$ cat src/rtl/vc_skid_reg.sv
// Two-entry registered val/rdy stage (main + skid) that cuts both the forward and backward paths.
// Optional stall statistics are enabled by defining VC_SKID_REG_STATS_EN.
module vc_skid_reg #(
  parameter int unsigned p_nbits     = 32,
  parameter int unsigned p_cnt_nbits = 16
) (
  input  logic               clk,
  input  logic               reset,
  input  logic               in_val,
  output logic               in_rdy,
  input  logic [p_nbits-1:0] in_msg,
  output logic               out_val,
  input  logic               out_rdy,
  output logic [p_nbits-1:0] out_msg
`ifdef VC_SKID_REG_STATS_EN
  ,
  output logic [p_cnt_nbits-1:0] stall_count
`endif
);

  typedef enum logic [1:0] {
    EMPTY = 2'd0,
    ONE   = 2'd1,
    FULL  = 2'd2
  } state_t;

  state_t             state;
  logic [p_nbits-1:0] skid;

  // out_msg is the main register itself; in_rdy and out_val are registered alongside the state
  always_ff @(posedge clk) begin
    if (!reset) begin
      state   <= EMPTY;
      out_val <= 1'b0;
      in_rdy  <= 1'b1;
      out_msg <= '0;
      skid    <= '0;
    end else begin
      case (state)
        EMPTY: begin
          if (in_val) begin
            state   <= ONE;
            out_msg <= in_msg;
            out_val <= 1'b1;
            in_rdy  <= 1'b1;
          end
        end
        ONE: begin
          if (in_val && out_rdy) begin
            out_msg <= in_msg;
          end else if (in_val && !out_rdy) begin
            state  <= FULL;
            skid   <= in_msg;
            in_rdy <= 1'b0;
          end else if (!in_val && out_rdy) begin
            state   <= EMPTY;
            out_val <= 1'b0;
          end
        end
        FULL: begin
          if (out_rdy) begin
            state   <= ONE;
            out_msg <= skid;
            in_rdy  <= 1'b1;
          end
        end
        default: begin
          state   <= EMPTY;
          out_val <= 1'b0;
          in_rdy  <= 1'b1;
        end
      endcase
    end
  end

`ifdef VC_SKID_REG_STATS_EN
  // Saturating count of cycles where a valid message is held back by the consumer
  always_ff @(posedge clk) begin
    if (!reset) begin
      stall_count <= '0;
    end else if (out_val && !out_rdy && (stall_count != {p_cnt_nbits{1'b1}})) begin
      stall_count <= stall_count + p_cnt_nbits'(1);
    end
  end
`endif

`ifndef SYNTHESIS
  if (p_nbits < 1 || p_cnt_nbits < 1) begin : g_bad_params
    $error("vc_skid_reg: p_nbits and p_cnt_nbits must be at least 1");
  end

  always @(posedge clk) begin
    if (reset) begin
      assert (!$isunknown({in_val, out_rdy}))
        else $error("vc_skid_reg: in_val or out_rdy is X");
      if (in_val && in_rdy) begin
        assert (!$isunknown(in_msg))
          else $error("vc_skid_reg: in_msg is X on a transfer");
      end
    end
  end
`endif

endmodule

$ cat config.mk
export PLATFORM = sky130hd
export DESIGN_NAME = vc_skid_reg
export DESIGN_NICKNAME = d
export VERILOG_FILES = /design/src/rtl/vc_skid_reg.sv
export SDC_FILE = /design/constraint.sdc
export NUM_CORES = 1
export LEC_CHECK = 0
export ABC_AREA = 0
export ABC_CLOCK_PERIOD_IN_PS = 3800
export CAP_MARGIN = 20
export CORE_UTILIZATION = 54
export DETAILED_ROUTE_END_ITERATION = 8
export PLACE_DENSITY = 0.85
export SETUP_SLACK_MARGIN = 0.1
export SYNTH_ARGS = -nofsm -noshare
export SYNTH_HDL_FRONTEND = slang
export SYNTH_SLANG_ARGS = --single-unit
$ cat constraint.sdc
create_clock -name clk -period 3.8 [get_ports clk]
set_input_delay 0.76 -clock clk [delete_from_list [all_inputs] [get_ports clk]]
set_output_delay 0.76 -clock clk [all_outputs]
set_load 0.03 [all_outputs]
==> results.ini <==
[status]
status = completed

[setup_path]
path_delay_family = buffers and inverters
cp_slowest_cell = clkdlybuf4s50_1
path_buf_inv = 2
crit_required_ps = 4060
critPathLaunchType = primary input
arrival_ps = 2820
path_cells = clkdlybuf4s50_1 > ha_1 > and3b_1 > buf_4 > a211oi_1 > a211oi_2
worst-setup-path-type = in -> reg
crit_fanout = 20
endpoint_kind = register
slowest_delay_ps = 590

[drt]
detail-route-antenna-nets = 0
route.detailed.drc = 0
dr.pass1.iters = 4
vias = 2560
vias_per_cell = 5.66
avgRoutedWirePerCell_um = 15.6
first_iter_violations = 185
drt-total-wl_um = 7070

[power]
peakVddDrop_mv = 0.268
p_total_mw = 1.71
p_per_area_mw_per_mm2 = 434
p_leak_nw = 1.55

[clock_network]
cts.hold.buffers_added = 0
worst_skew_pair.late_latency_ps = 340
clockRootBuffer = clkbuf_8
path_clk_slew_ps = 70
htree_levels = 3
tritoncts = done
cts.sinks = 68
cts_made_buffers = 9
cts_post_setup_buffers_inserted = 0
cts_buffer_depth = 2
ctsResizeCount = 0

[sta]
tns_ps = 0
worst_pin_slew_ps = 1120
hold_ws_ps = 456
finalCriticalPeriod_ps = 2560
finClkSkew_ps = 5.65
fin_crit_sh_pct = 67.3
drv_slew = 0
finalHoldViolCount = 0
timing.slew.headroom_pct = 25.3
setup_viol = 0
max_clock_freq_mhz = 391
grt_setup_unrepaired = false

[synth]
synth.top_cells.by_area = dfxtp_1 44%, a211oi_2 12%, mux2i_1 10%
synthCells = 322
yosys.area.top_type = dfxtp_1
yosys_warnings = 0
ys_types = 25
syn_avg_cell_area_um2 = 9.65
yosysSeqAreaShare_pct = 43.8
synth.cell_area_mm2 = 0.00311
synth_seq_cells = 68
synth.top_cell.area_share_pct = 43.8
synth.net_count = 362

[floorplanning]
start_util_pct = 56.1
dieArea_mm2 = 0.00606
boundaryPins = 70
fp.dieH_um = 77.9
rows = 27
die_w_um = 77.9
coreArea_mm2 = 0.00554

[global_route]
grt.total_usage_pct = 23.7
grt_remaining_overflow = 0
grt_pass1_vias = 2335
grt_max_degree = 47
grt_pass1_wl_um = 11300
antenna_found_initial = 0

[place]
portBuffers = 69
dp_hpwl_um = 4500
gp_congestion = 0.753
place_inst = 436

[cells_and_area]
multi_input_area_mm2 = 0.00155
fin_cells = 452
seq_area_mm2 = 0.00136
nFillCells = 434
diodes = 0
area_delta_synth_final_pct = 26.6
drive_gt1_share_pct = 14.2
nNetsFinal = 415

[min_path]
hold_path.class = reg -> reg

[run]
maxCapViolCount = 0

[cells in the final DEF, fill, tap and decap left out, types with 3 or more instances in the layout]
cell             instances
mux2i_1                 32
clkinv_2                 3
inv_1                    4
ha_1                     4
a211oi_1                34
dfxtp_1                 68
buf_4                    5
a211oi_2                30
nand2_1                 65
clkbuf_8                 9
a21oi_1                 35
clkdlybuf4s50_1         69
[Yosys cell counts (all sizes together)]
| cell | instances |
|---|---|
| nor2b | 1 |
| nand2 | 65 |
| and3b | 2 |
| a21oi | 35 |
| buf | 19 |
| o32a | 1 |
| inv | 6 |
| o211ai | 2 |
| o311ai | 1 |
| nand3b | 2 |
| mux2 | 1 |
| nor2 | 2 |
| clkbuf | 13 |
| dfxtp | 68 |
| nand2b | 1 |
| ha | 4 |
| a211oi | 64 |
| mux2i | 32 |
| a21o | 1 |
| o21ai | 2 |
[path summary, 6_finish.rpt]
check,depth (start not counted),endpoint,from,slack [ps]
worst min-delay path,2,skid[22],skid[22],460
worst max-delay path,6,out_msg[3],in_val,1240
worst max register to register,3,out_msg[17],state[0],1800
worst min register to register,2,skid[22],skid[22],460
[metal layers]
| metal | track usage [%] | vias up | routed length [um] |
|---|---|---|---|
| met4 | 6.79 | 0 | 76 |
| met1 | 33.4 | 1214 | 3420 |
| met3 | 5.53 | 9 | 329 |
| met2 | 35.9 | 71 | 3250 |
| li1 | - | 1266 | - |
| met5 | 0 | - | 0 |
[state kept, by name, summed over array words and instances, names as in the netlist]
name and count:
out_msg 32, state 2, out_val 1, in_rdy 1, skid 32
[through the flow]
step / instance area (um^2) / setup WS (ps) / utilization [%]
finish: 3940 / 1240 / 71.0
global route: 3940 / 1090 / 71.0
CTS: 3940 / 1250 / 71.0
detailed placement: 3750 / 881 / 67.7
global placement: 3750 / 954 / 67.7
floorplan: 3110 / 1910 / -
[layout make-up]
| cell class | instances | area share [%] |
|---|---|---|
| clock buffer | 11 | 3.34 |
| clock inverter | 5 | 1.34 |
| inverter | 6 | 0.572 |
| multi-input combinational | 216 | 39.4 |
| sequential | 68 | 34.6 |
| tap | 72 | 2.29 |
| timing repair buffer | 74 | 18.5 |
[where the power goes]
part	internal [mW]	switching [mW]	leakage, nW
registers	0.758	0.0299	0.557
logic	0.156	0.200	0.900
clock network	0.300	0.263	0.0931
[logic make-up (layout without fill, tap and decap cells)]
logic type	count (synthesis)	after routing	synth area share, %
compound gates	106	106	27.8
buf+inv	38	96	6.44
fa+ha+maj	4	4	1.61
flops	68	68	43.8
mux	33	33	10.8
simple gates	73	73	9.54
[worst register-to-register path: cells and delay by family, from the launching register on]
kind            cells  cell delay, ps
simple gates        1             920
flops               1             460
mux                 1             380
compound gates      1             110
(Power assumes the default switching activity.)
